File: src/rtl/uart_reg_bridge.sv
// Host-facing command responder: decodes 'W' addr data / 'R' addr frames from the
// UART byte stream, strobes the register bus and returns one response byte.
module uart_reg_bridge #(
    parameter int unsigned TIMEOUT = 17360
) (
    input  logic       clk_i,
    input  logic       rst_i,
    input  logic       rx_valid_i,
    input  logic [7:0] rx_data_i,
    input  logic       tx_busy_i,
    input  logic [7:0] bus_rdata_i,
    output logic       tx_start_o,
    output logic [7:0] tx_data_o,
    output logic [7:0] bus_addr_o,
    output logic [7:0] bus_wdata_o,
    output logic       bus_we_o,
    output logic       bus_re_o,
    output logic       busy_o,
    output logic       err_o
);

    localparam logic [7:0]  OP_WRITE = 8'h57;
    localparam logic [7:0]  OP_READ  = 8'h52;
    localparam logic [7:0]  RSP_OK   = 8'h4B;
    localparam logic [7:0]  RSP_BAD  = 8'h3F;
    localparam logic [15:0] TMO      = 16'(TIMEOUT);

    typedef enum logic [2:0] {
        IDLE, GET_ADDR, GET_DATA, DO_READ, SEND, WAIT_HI, WAIT_LO
    } state_t;

    state_t      state_q;
    logic [15:0] cnt_q, cnt_d;
    logic        is_wr_q;
    logic        rd_phase_q;
    logic        tx_start_q, bus_we_q, bus_re_q, busy_q, err_q;
    logic [7:0]  tx_data_q, bus_addr_q, bus_wdata_q;
    logic        timed_out;

    assign timed_out = (cnt_q == TMO);
    assign cnt_d     = timed_out ? cnt_q : cnt_q + 16'd1;

    always_ff @(posedge clk_i or posedge rst_i) begin
        if (rst_i) begin
            state_q     <= IDLE;
            cnt_q       <= '0;
            is_wr_q     <= 1'b0;
            rd_phase_q  <= 1'b0;
            tx_start_q  <= 1'b0;
            tx_data_q   <= '0;
            bus_addr_q  <= '0;
            bus_wdata_q <= '0;
            bus_we_q    <= 1'b0;
            bus_re_q    <= 1'b0;
            busy_q      <= 1'b0;
            err_q       <= 1'b0;
        end else begin
            tx_start_q <= 1'b0;
            bus_we_q   <= 1'b0;
            bus_re_q   <= 1'b0;
            err_q      <= 1'b0;
            case (state_q)
                IDLE: begin
                    cnt_q <= '0;
                    if (rx_valid_i) begin
                        busy_q <= 1'b1;
                        if (rx_data_i == OP_WRITE || rx_data_i == OP_READ) begin
                            is_wr_q <= (rx_data_i == OP_WRITE);
                            state_q <= GET_ADDR;
                        end else begin
                            tx_data_q <= RSP_BAD;
                            err_q     <= 1'b1;
                            state_q   <= SEND;
                        end
                    end
                end
                GET_ADDR: begin
                    if (rx_valid_i) begin
                        cnt_q      <= '0;
                        bus_addr_q <= rx_data_i;
                        if (is_wr_q) begin
                            state_q <= GET_DATA;
                        end else begin
                            bus_re_q   <= 1'b1;
                            rd_phase_q <= 1'b0;
                            state_q    <= DO_READ;
                        end
                    end else if (timed_out) begin
                        cnt_q   <= '0;
                        err_q   <= 1'b1;
                        busy_q  <= 1'b0;
                        state_q <= IDLE;
                    end else begin
                        cnt_q <= cnt_d;
                    end
                end
                GET_DATA: begin
                    if (rx_valid_i) begin
                        cnt_q       <= '0;
                        bus_wdata_q <= rx_data_i;
                        bus_we_q    <= 1'b1;
                        tx_data_q   <= RSP_OK;
                        state_q     <= SEND;
                    end else if (timed_out) begin
                        cnt_q   <= '0;
                        err_q   <= 1'b1;
                        busy_q  <= 1'b0;
                        state_q <= IDLE;
                    end else begin
                        cnt_q <= cnt_d;
                    end
                end
                // Read data arrives the cycle after bus_re; capture and launch together
                DO_READ: begin
                    err_q <= rx_valid_i;
                    if (!rd_phase_q) begin
                        rd_phase_q <= 1'b1;
                    end else begin
                        tx_data_q <= bus_rdata_i;
                        cnt_q     <= '0;
                        if (!tx_busy_i) begin
                            tx_start_q <= 1'b1;
                            state_q    <= WAIT_HI;
                        end else begin
                            state_q <= SEND;
                        end
                    end
                end
                SEND: begin
                    err_q <= rx_valid_i;
                    cnt_q <= '0;
                    if (!tx_busy_i) begin
                        tx_start_q <= 1'b1;
                        state_q    <= WAIT_HI;
                    end
                end
                WAIT_HI: begin
                    err_q <= rx_valid_i;
                    if (tx_busy_i) begin
                        cnt_q   <= '0;
                        state_q <= WAIT_LO;
                    end else if (timed_out) begin
                        cnt_q   <= '0;
                        err_q   <= 1'b1;
                        busy_q  <= 1'b0;
                        state_q <= IDLE;
                    end else begin
                        cnt_q <= cnt_d;
                    end
                end
                WAIT_LO: begin
                    err_q <= rx_valid_i;
                    cnt_q <= '0;
                    if (!tx_busy_i) begin
                        busy_q  <= 1'b0;
                        state_q <= IDLE;
                    end
                end
                default: begin
                    cnt_q   <= '0;
                    busy_q  <= 1'b0;
                    state_q <= IDLE;
                end
            endcase
        end
    end

    assign tx_start_o  = tx_start_q;
    assign tx_data_o   = tx_data_q;
    assign bus_addr_o  = bus_addr_q;
    assign bus_wdata_o = bus_wdata_q;
    assign bus_we_o    = bus_we_q;
    assign bus_re_o    = bus_re_q;
    assign busy_o      = busy_q;
    assign err_o       = err_q;

endmodule

File: config.mk
export PLATFORM = sky130hd
export DESIGN_NAME = uart_reg_bridge
export DESIGN_NICKNAME = d
export VERILOG_FILES = /design/src/rtl/uart_reg_bridge.sv
export SDC_FILE = /design/constraint.sdc
export NUM_CORES = 1
export LEC_CHECK = 0
export ABC_AREA = 1
export CELL_PAD_IN_SITES_DETAIL_PLACEMENT = 1
export CELL_PAD_IN_SITES_GLOBAL_PLACEMENT = 1
export CORE_ASPECT_RATIO = 0.6
export CORE_MARGIN = 2
export CORE_UTILIZATION = 35
export CTS_CLUSTER_DIAMETER = 50
export CTS_CLUSTER_SIZE = 40
export DETAILED_ROUTE_END_ITERATION = 8
export HOLD_SLACK_MARGIN = 0.08
export PLACE_DENSITY = 0.7
export SLEW_MARGIN = 20
export SYNTH_ARGS = -nofsm -noshare
export SYNTH_HDL_FRONTEND = slang
export SYNTH_SLANG_ARGS = --single-unit
File: constraint.sdc
create_clock -name clk_i -period 2 [get_ports clk_i]
set_input_delay 0.4 -clock clk_i [delete_from_list [all_inputs] [get_ports clk_i]]
set_output_delay 0.4 -clock clk_i [all_outputs]
set_load 0.02 [all_outputs]
* Yosys cells after proc, flatten, opt, wreduce, memory -nomap -nowiden *
Index checks and enable logic that the tools add are counted.

storage, ports and cells
  register bits after elaboration = 50
  input bits = 20
  output and inout bits = 29
  word-level logic and storage cells = 93

operators by class
  add/sub/neg operators = 1
  equality and inequality tests = 19
  muxes and demuxes = 46
  bitwise gates (word level) = 1
  reductions and logical operators = 14

operators by type and width
  cell                                                                     count
  16-bit two-way mux                                                       4
  16-bit one-hot mux with 3 select lines                                   1
  8-bit two-way mux                                                        4
  3-bit two-way mux                                                        9
  8-bit one-hot mux with 3 select lines                                    1
  1-bit two-way mux                                                        22
  3-bit one-hot mux with 7 select lines                                    1
  2-bit inequality test, second input constant                             10
  16-bit by 1-bit adder with 16-bit output, second input constant          1
  16-bit by 15-bit equality test with 1-bit output, second input constant  1
  8-bit by 7-bit equality test with 1-bit output, second input constant    2
  5-bit AND reduction                                                      2
  3-bit equality test, second input constant                               3
  3-bit by 2-bit equality test with 1-bit output, second input constant    2
  3-bit AND reduction                                                      2
  1-bit one-hot mux with 5 select lines                                    1
  1-bit one-hot mux with 2 select lines                                    2
  1-bit one-hot mux with 4 select lines                                    1
  2-bit AND reduction                                                      2
  4-bit AND reduction                                                      1
  2-bit OR reduction                                                       2
  3-bit by 1-bit equality test with 1-bit output, second input constant    1
  3-bit logical NOT                                                        1
  3-bit nonzero test                                                       1
  other kinds (4)                                                          4

* Logic depth before layout (Yosys ltp) *
Gate-level depths: netlist of run 1.

  depth in word-level cells = 5
  mapped depth = 11

* Worst setup path before layout of run 1 *
Ideal clock, no wire load.

  path kind = flip-flop to flip-flop
  from = reg state_q[2]
  to = reg tx_data_q[6] (netlist: tx_data_o[6])
  data arrival time = 1.319 ns
  required time = 1.879 ns
  slack = 0.560 ns
  cell stages (with the launch flop) = 11
  buffers on the path = 2
  cell sequence = dfrtp_1 -> buf_4 -> inv_2 -> nand2_4 -> nor2_4 -> nand2_1 -> nand2_2 -> nor2_4 -> nand2_4 -> buf_12 -> o21ai_2

on the way
  word-level cells in the longest chain between the ends = 3
  elaborated cells between the ends (all ways) = 10

RTL lines
  element                                                                                     RTL line  source
  start, declared                                                                             32        state_t state_q;
  start signal, assigned                                                                      45        state_q <= IDLE;
  start signal, assigned                                                                      69        state_q <= GET_ADDR;
  start signal, assigned                                                                      73        state_q <= SEND;
  3-bit by 2-bit equality test with 1-bit output / 3-bit logical NOT (equally long branches)  62        case (state_q)
  2-bit inequality test (no source line) / 3-bit nonzero test (equally long branches)         --
  5-bit AND reduction (no source line)                                                        --
  end signal, assigned                                                                        119       tx_data_q <= bus_rdata_i;
  end, declared                                                                               37        logic [7:0] tx_data_q, bus_addr_q, bus_wdata_q;

Several ways; a longest one is shown, not always the timed one.
A chain may end at the register's enable or synchronous reset.

* Final worst setup path of run 1 *
  from = reg state_q[1]
  to = reg cnt_q[11]

on the way
  word-level cells in the longest chain between the ends = 3
  elaborated cells between the ends (all ways) = 7

RTL lines
  element                                                                                                                  RTL line  source
  3-bit by 2-bit equality test with 1-bit output / 3-bit by 1-bit equality test with 1-bit output (equally long branches)  62
  2-bit OR reduction (no source line)                                                                                      --
  16-bit one-hot mux with 3 select lines                                                                                   62
  end signal, assigned                                                                                                     94        cnt_q <= cnt_d;
  end signal, assigned                                                                                                     110       cnt_q <= cnt_d;
  end signal, assigned                                                                                                     148       cnt_q <= cnt_d;
  end, declared                                                                                                            33        logic [15:0] cnt_q, cnt_d;

Several ways; a longest one is shown, not always the timed one.

==> flow_results.org, run 1 <==
** GRT
- Entering global routing, the biggest net connects 51 pins.
- The number of global-route vias before repair is 2466.
- Global routing used 19.0% of the available tracks across all layers.
- Antenna violations before repair :: 0
- First-pass GRT wire length :: 12700 um
- Global routing finished with a remaining overflow of 0.

** Worst setup path
- Ordered cell list for the critical path :: nand2_4 -> nor2_8 -> nand2_8 -> inv_2 -> nor2_1 -> nand2_1 -> nand2_1 -> inv_1 -> nor2_1
- The critical path in this run is classified as reg2reg.
- STA classifies the critical path endpoint as a register.
- Element type at the critical path start :: register
- Slowest library cell on the worst path :: dfrtp_1
- Maximum fanout encountered on the critical timing path :: 18
- Largest stage delay on the critical path :: 0.51 ns
- STA puts the critical path data required time at 2.22 ns.
- STA puts the critical path data arrival time at 1.99 ns.

** Power
- VDD sags by at most 0.470 mV.
- The analysis attributes to net switching a power of 1.81 mW.
- Seq pwr share :: 34.9%
- Power comes to 4.44 mW.
- The internal portion of the total power is 2.63 mW.
- Combinational power share :: 46.0%
- Power spread over the standard cell area amounts to 1270 nW/um^2.
- Lkg Pwr :: 1.66 nW
- The clock network is responsible for 19.1% of the overall power.
- In this run switching power makes up 40.9% of total power.

** Routing
- After the first detailed-routing iteration, the DRC count stood at 102.
- In the routed design, unresolved DRC markers number 0.
- In the final routed layout, each cell accounts on average for 14.7 um.
- Vias after detailed routing :: 2482
- Iteration count of the initial detailed-routing pass :: 4
- In this run the remaining antenna-violating nets after routing total 0.
- Total wirelength of the detailed-routed design :: 7590 um
- Vias per inst :: 4.80

** Clock tree
- Clock Latency Late Sink :: 0.29 ns
- Cell at the root of the clock tree :: clkbuf_16
- After clock tree synthesis, the clock-pin slew on the worst setup and hold paths is 0.06 ns.
- Hold repair after CTS inserted 0 buffers.
- TritonCTS built the clock tree.
- Clk sinks :: 50
- Post-CTS repair changed the size of 0 cells.
- Count of H-tree levels built during CTS :: 2
- TritonCTS buffer count :: 5
- Number of setup buffers added after CTS :: 0
- In this run the deepest clock path goes through 2 buffers.

** Timing
- Unrepaired setup endpoints after global routing :: false
- Clock period minus worst slack :: 1.77 ns
- The count of final max-slew check failures came to 0.
- Number of hold violations in the final report :: 0
- At the pin with the least slew margin, the transition time is 0.463 ns.
- Total negative slack :: 0 ns
- Max Clock Skew :: 0.00453 ns
- Dividing the final minimum period by the clock period gives 88.5%.
- Relative slew slack :: 69.0%
- Final number of setup-violating endpoints :: 0
- Highest attainable clock frequency :: 0.565 GHz

** Logic synthesis
- Net Count, Synth :: 378
- After synthesis, flip-flops and latches occupy 45.3% of the total area.
- Summed over its instances, the top area cell type makes up 45.3% of the synthesized netlist area.
- Count of mapped cells out of synthesis :: 356
- Syn. warnings :: 0
- Top cells by area in the synthesized netlist :: dfrtp_1, nand2_1, nor2_1
- The synthesized design contains 50 register bits.
- In this run the cell area of the synthesized design comes to 2760 um^2.
- After synthesis, the netlist uses 28 different library cells.
- The average instance in the mapped netlist occupies 7.75 um^2.
- Largest area contributor in the netlist :: dfrtp_1

** Placement
- Summed over all nets, the half-perimeter wirelength after detailed placement is 5720 um.
- After detailed placement, the total cell area comes to 3360 um^2.
- Global placer's final weighted congestion :: 0.851
- During placement, the flow inserted port buffers numbering 48.

** Layout
- Once layout is complete, the utilization of the core stands at 45.2%.
- The net count of the finished layout is 432.
- The top cell types in the final layout, fill and taps aside, are nand2_1, nor2_1, dfrtp_1.
- The library cell used most frequently in the layout, excluding fill and tap cells, is nand2_1.
- Of the cells placed in the final design, the portion with a size suffix greater than 1 is 11.5%.
- Inserted Diodes :: 0
- Final Cell Area :: 3500 um^2
- Synthesis-to-finish area growth :: 27.0%

** Die
- Starting density of the core :: 35.6%
- During I/O placement, the number of pins put on the boundary was 49.
- # rows :: 25
- The floorplan step set the die width to 119 um.
- The die covers 8640 um^2.
- The die is 72.8 um tall.
- Core Region :: 7760 um^2

** Run
- Across the run, the number of max-cap violations was 0.

** Worst hold path
- In this run the worst hold path is classified as in2async.

** Outcome
- The run finished with clean final reports.
## cell usage after synthesis, drive strengths merged
library cell and instances:
ha 2, buf 5, nor2 56, o22ai 1, xor2 6, dfrtp 50, nand3 33, o21ai 35
nand2 102, nand4 7, clkbuf 1, o21bai 1, a31oi 1, nor3 1, inv 48, a21oi 7
## power groups by stage
stage	Combinational, mW	Clock (mW)	Sequential [mW]
final	2.04	0.849	1.55
after global routing	2.25	0.912	1.59
after CTS	2.06	0.883	1.55
after detailed placement	2.05	0	1.57
after global placement	1.99	0	1.56
after floorplan	1.08	0	1.79
## critical path, delay by kind of cell, from the launching register on
family / cells / cell delay, ns
buf+inv: 2 / 0.10
simple gates: 7 / 1.07
flops: 1 / 0.51
## flip-flops by register name (all words and copies together) (netlist names)
signal,count
cnt_q,16
bus_addr_o,8
bus_wdata_o,8
tx_data_o,8
state_q,3
bus_re_o,1
bus_we_o,1
busy_o,1
err_o,1
is_wr_q,1
rd_phase_q,1
tx_start_o,1
## metrics by stage
stage	instances	setup slack (ns)	hold slack, ns
floorplan	356	0.399	0.454
global placement	511	0.0714	0.467
detailed placement	511	-0.0221	0.472
CTS	517	0.155	0.489
global route	517	0.0457	0.508
finish	517	0.231	0.480
## metal layers
metal | up-vias | wire length, um | track usage (%)
met5 | - | 0 | 0
met4 | 0 | 83 | 5.42
met3 | 8 | 269 | 4.61
met2 | 43 | 3170 | 27.7
met1 | 1195 | 4070 | 28.1
li1 | 1236 | - | -
## path summary, 6_finish.rpt
kind,startpoint,endpoint,slack (ns),depth (start not counted)
worst max-delay path,state_q[1],cnt_q[11],0.23,9
worst min-delay path,rst_i,cnt_q[11],0.48,3
worst max register to register,state_q[1],cnt_q[11],0.23,9
worst min register to register,tx_data_o[3],tx_data_o[3],0.48,2
max in group asynchronous,rst_i,state_q[0],1.27,3
min in group clk_i,tx_data_o[3],tx_data_o[3],0.48,2
## logic make-up (layout without fill, tap and decap cells)
group	after synthesis	in the layout	share of synthesized area, %
xor+xnor	6	6	1.90
buf+inv	54	107	8.75
fa+ha+maj	2	2	0.906
flops	50	50	45.3
simple gates	199	199	33.7
compound gates	45	45	9.43
## area by class of cell
class | instances | area [um^2]
clock buffers | 6 | 139
fillers | 999 | 4250
inverters | 48 | 180
multi-input cells | 252 | 1270
flip-flops and latches | 50 | 1250
well taps | 108 | 135
repair buffers | 53 | 531
Note: power is estimated with default switching activity, not from simulation.
==> run 2, diff against run 1 <==
==> constraint.sdc (replaced) <==
create_clock -name clk_i -period 2 [get_ports clk_i]
set_input_delay 0.2 -clock clk_i [delete_from_list [all_inputs] [get_ports clk_i]]
set_output_delay 0.2 -clock clk_i [all_outputs]
set_load 0.02 [all_outputs]
==> flow_results.org, run 2 (synthesis results as in run 1) <==
** Outcome
- Outcome :: finished clean

** GRT
- The number of global-route vias before repair came to 2530.
- Overall global routing resource usage :: 19.4%
- The number of antenna violations at the first check in global routing came to 0.
- Total congestion overflow :: 0
- Pin count of the biggest net entering global routing :: 35
- The first global-routing pass estimated 13200 um of wire.

** Die
- Starting density of the core :: 35.6%
- In this run the count of I/O pins placed on the die edge is 49.
- Die Ht :: 72.8 um
- # rows :: 25
- Die Wd :: 119 um
- Die area :: 8640 um^2
- The total area inside the core boundary comes to 7760 um^2.

** Layout
- The register with the most flip-flops in the layout has 16 of them.
- At the end of the flow, the number of nets in the layout was 432.
- In the layout the commonest cells are nand2_1, nor2_1, dfrtp_1.
- The area growth from synthesis to layout is 28.1%.
- Register with the highest flop count :: cnt_q
- Most frequent standard cell in the layout excluding fill and tap cells :: nand2_1
- Inserted Diodes :: 0
- Number of cells in the finished layout apart from fillers :: 519
- Ratio of cells with drive above 1 in the final layout :: 11.9%

** Worst setup path
- The signal on the critical path passes through inv_1 -> ha_1 -> nand2_1 -> inv_1 -> nand2_1 -> nor2_1 -> nand2_1 -> nand2_2 -> nand2_4 -> inv_2 -> nor2_1.
- Data required time at the worst endpoint :: 2.18 ns
- Maximum fanout encountered on the critical timing path :: 7
- Sum of buffers and inverters on the critical path :: 3
- For the worst setup path, the data arrival time is 1.94 ns.
- The worst setup path is of the reg2reg kind.
- On the critical path, the stage with the largest delay is an instance of dfrtp_1.
- Element type at the critical path start :: register
- CP endpoint kind :: register
- Dominant cell type by count on the critical path :: nand2_1
- On the critical path the largest part of the delay comes from simple AND/OR/NAND/NOR gates.
- Largest stage delay on the critical path :: 0.41 ns

** Clock tree
- Clock transition time at the flip-flop clock pins of the worst setup and hold paths :: 0.07 ns
- Clock Latency Late Sink :: 0.30 ns
- TritonCTS built the clock tree.
- Counting along the longest clock path gives a buffer depth of 2.
- CTS built an H-tree with a depth of 2.
- CTS saw 50 sinks.
- Buffers inserted during clock tree synthesis total 5.
- CTS placed an instance of clkbuf_16 at the clock tree root.

** Timing
- Relative slew slack :: 72.0%
- Clock period minus worst slack :: 1.75 ns
- Tcrit/Tclk final :: 87.6%
- Number of pins with negative max-slew slack in the final report :: 0
- Once routing completed, OpenROAD measured the worst setup slack at 0.247 ns.
- Total negative slack :: 0 ns
- Based on the critical path, the design can be clocked at up to 0.571 GHz.
- Final number of setup-violating endpoints :: 0
- For the pin with the worst max-slew slack, the measured transition is 0.420 ns.
- Unrepaired setup endpoints after global routing :: false
- Max Clock Skew :: 0.00331 ns
- Number of hold violations in the final report :: 0

** Power
- Worst ir drop on vdd :: 0.546 mV
- Switching Share :: 40.3%
- The share of total power dissipated in the clock network is 21.6%.
- Dividing total power by cell area gives a power density of 1290 nW/um^2.
- The internal power of the cells totals 2.73 mW.
- The analysis attributes to net switching a power of 1.85 mW.
- Combinational logic is responsible for 44.5% of the overall power.
- In this run, flip-flops and latches consume 33.8% of the power.
- Lkg Pwr :: 1.67 nW

** Placement
- Count of input and output buffers :: 48
- Timing analysis after detailed placement gives a worst setup slack of 0.133 ns.
- Half-perimeter wire length after detailed placement :: 5740 um
- Global placer's final weighted congestion :: 0.837
- Post-placement cell count :: 511

** Routing
- Starting DRT DRC Count :: 125
- Vias per inst :: 4.69
- The highest layer touched by signal routing is met4.
- Total met2 wirelength after detailed routing :: 3040 um
- Dividing the detail-routed wire length by the instance count gives 14.5 um.
- Total wirelength of the detailed-routed design :: 7510 um
- The routed layout has 2435 vias.
- Remaining number of nets flagged by the antenna check after routing :: 0
- For this run, design rule violations remaining after detail routing come to 0.
- Length of routed wiring on met1 :: 4140 um
- Iteration count of the initial detailed-routing pass :: 4
- Routed wl met3 :: 249 um

** Worst hold path
- Type of the most critical hold path :: in2async

** Run
- Maximum Capacitance Violations :: 0
[run 2: cell types whose count changed in the layout (fill, tap and decap cells not counted), sizes merged]
cell / previous run / this run
clkbuf: 6 / 5
bufinv: 0 / 1
clkinvlp: 0 / 2
[run 2: timing repair]
item                                    CTS  global route
endpoints found under the setup margin    0             8
buffers inserted                          0             0
hold buffers                              0             0
hold endpoints to repair                  0             0
resized for setup                         0             1
[run 2: power groups by stage]
stage          registers (mW)  clock network [mW]  logic (mW)
3_5_place_dp             1.56                   0        2.06
4_1_cts                  1.55                1.03        2.07
5_1_grt                  1.59                1.06        2.25
2_1_floorplan            1.79                   0        1.08
6_report                 1.55               0.989        2.04
3_3_place_gp             1.56                   0        1.99
[run 2: path summary, 6_finish.rpt]
check,from,endpoint,slack [ns],depth (start not counted)
worst min-delay path,rst_i,bus_we_o,0.22,2
worst max-delay path,cnt_q[0],cnt_q[9],0.25,11
worst max register to register,cnt_q[0],cnt_q[9],0.25,11
max in group asynchronous,rst_i,tx_data_o[0],1.26,3
min in group clk_i,bus_rdata_i[7],tx_data_o[7],0.47,3
worst min register to register,tx_data_o[5],tx_data_o[5],0.49,2
[run 2: stage by stage]
step / util (%) / power, mW / instance area (um^2) / hold WS (ns)
3_5_place_dp: 43.4 / 3.62 / 3360 / 0.474
6_report: 45.6 / 4.57 / 3540 / 0.216
3_3_place_gp: 43.4 / 3.55 / 3360 / 0.468
4_1_cts: 45.6 / 4.64 / 3530 / 0.231
2_1_floorplan: - / 2.87 / 2760 / 0.309
5_1_grt: 45.6 / 4.91 / 3540 / 0.267
[run 2: worst reg2reg max path, delay by kind of cell, from the launching register on]
| family | cells | cell delay [ns] |
|---|---|---|
| and+or+nand+nor | 7 | 0.73 |
| DFF | 1 | 0.41 |
| buffers and inverters | 3 | 0.29 |
| adders and majority gates | 1 | 0.22 |
[run 2: per-layer routing]
metal | vias to the layer above | GRT usage (%)
met3 | 7 | 4.06
met2 | 39 | 28.4
met4 | 0 | 5.29
met1 | 1159 | 29.2
li1 | 1230 | -
met5 | - | 0
[run 2: cell type report]
type                            count  area [um^2]
Tap cell                          108          135
Timing Repair Buffer               53          531
Inverter                           48          180
Fill cell                         997         4220
Clock buffer                        5          125
Multi-Input combinational cell    252         1270
Clock inverter                      3         45.0
Sequential cell                    50         1250
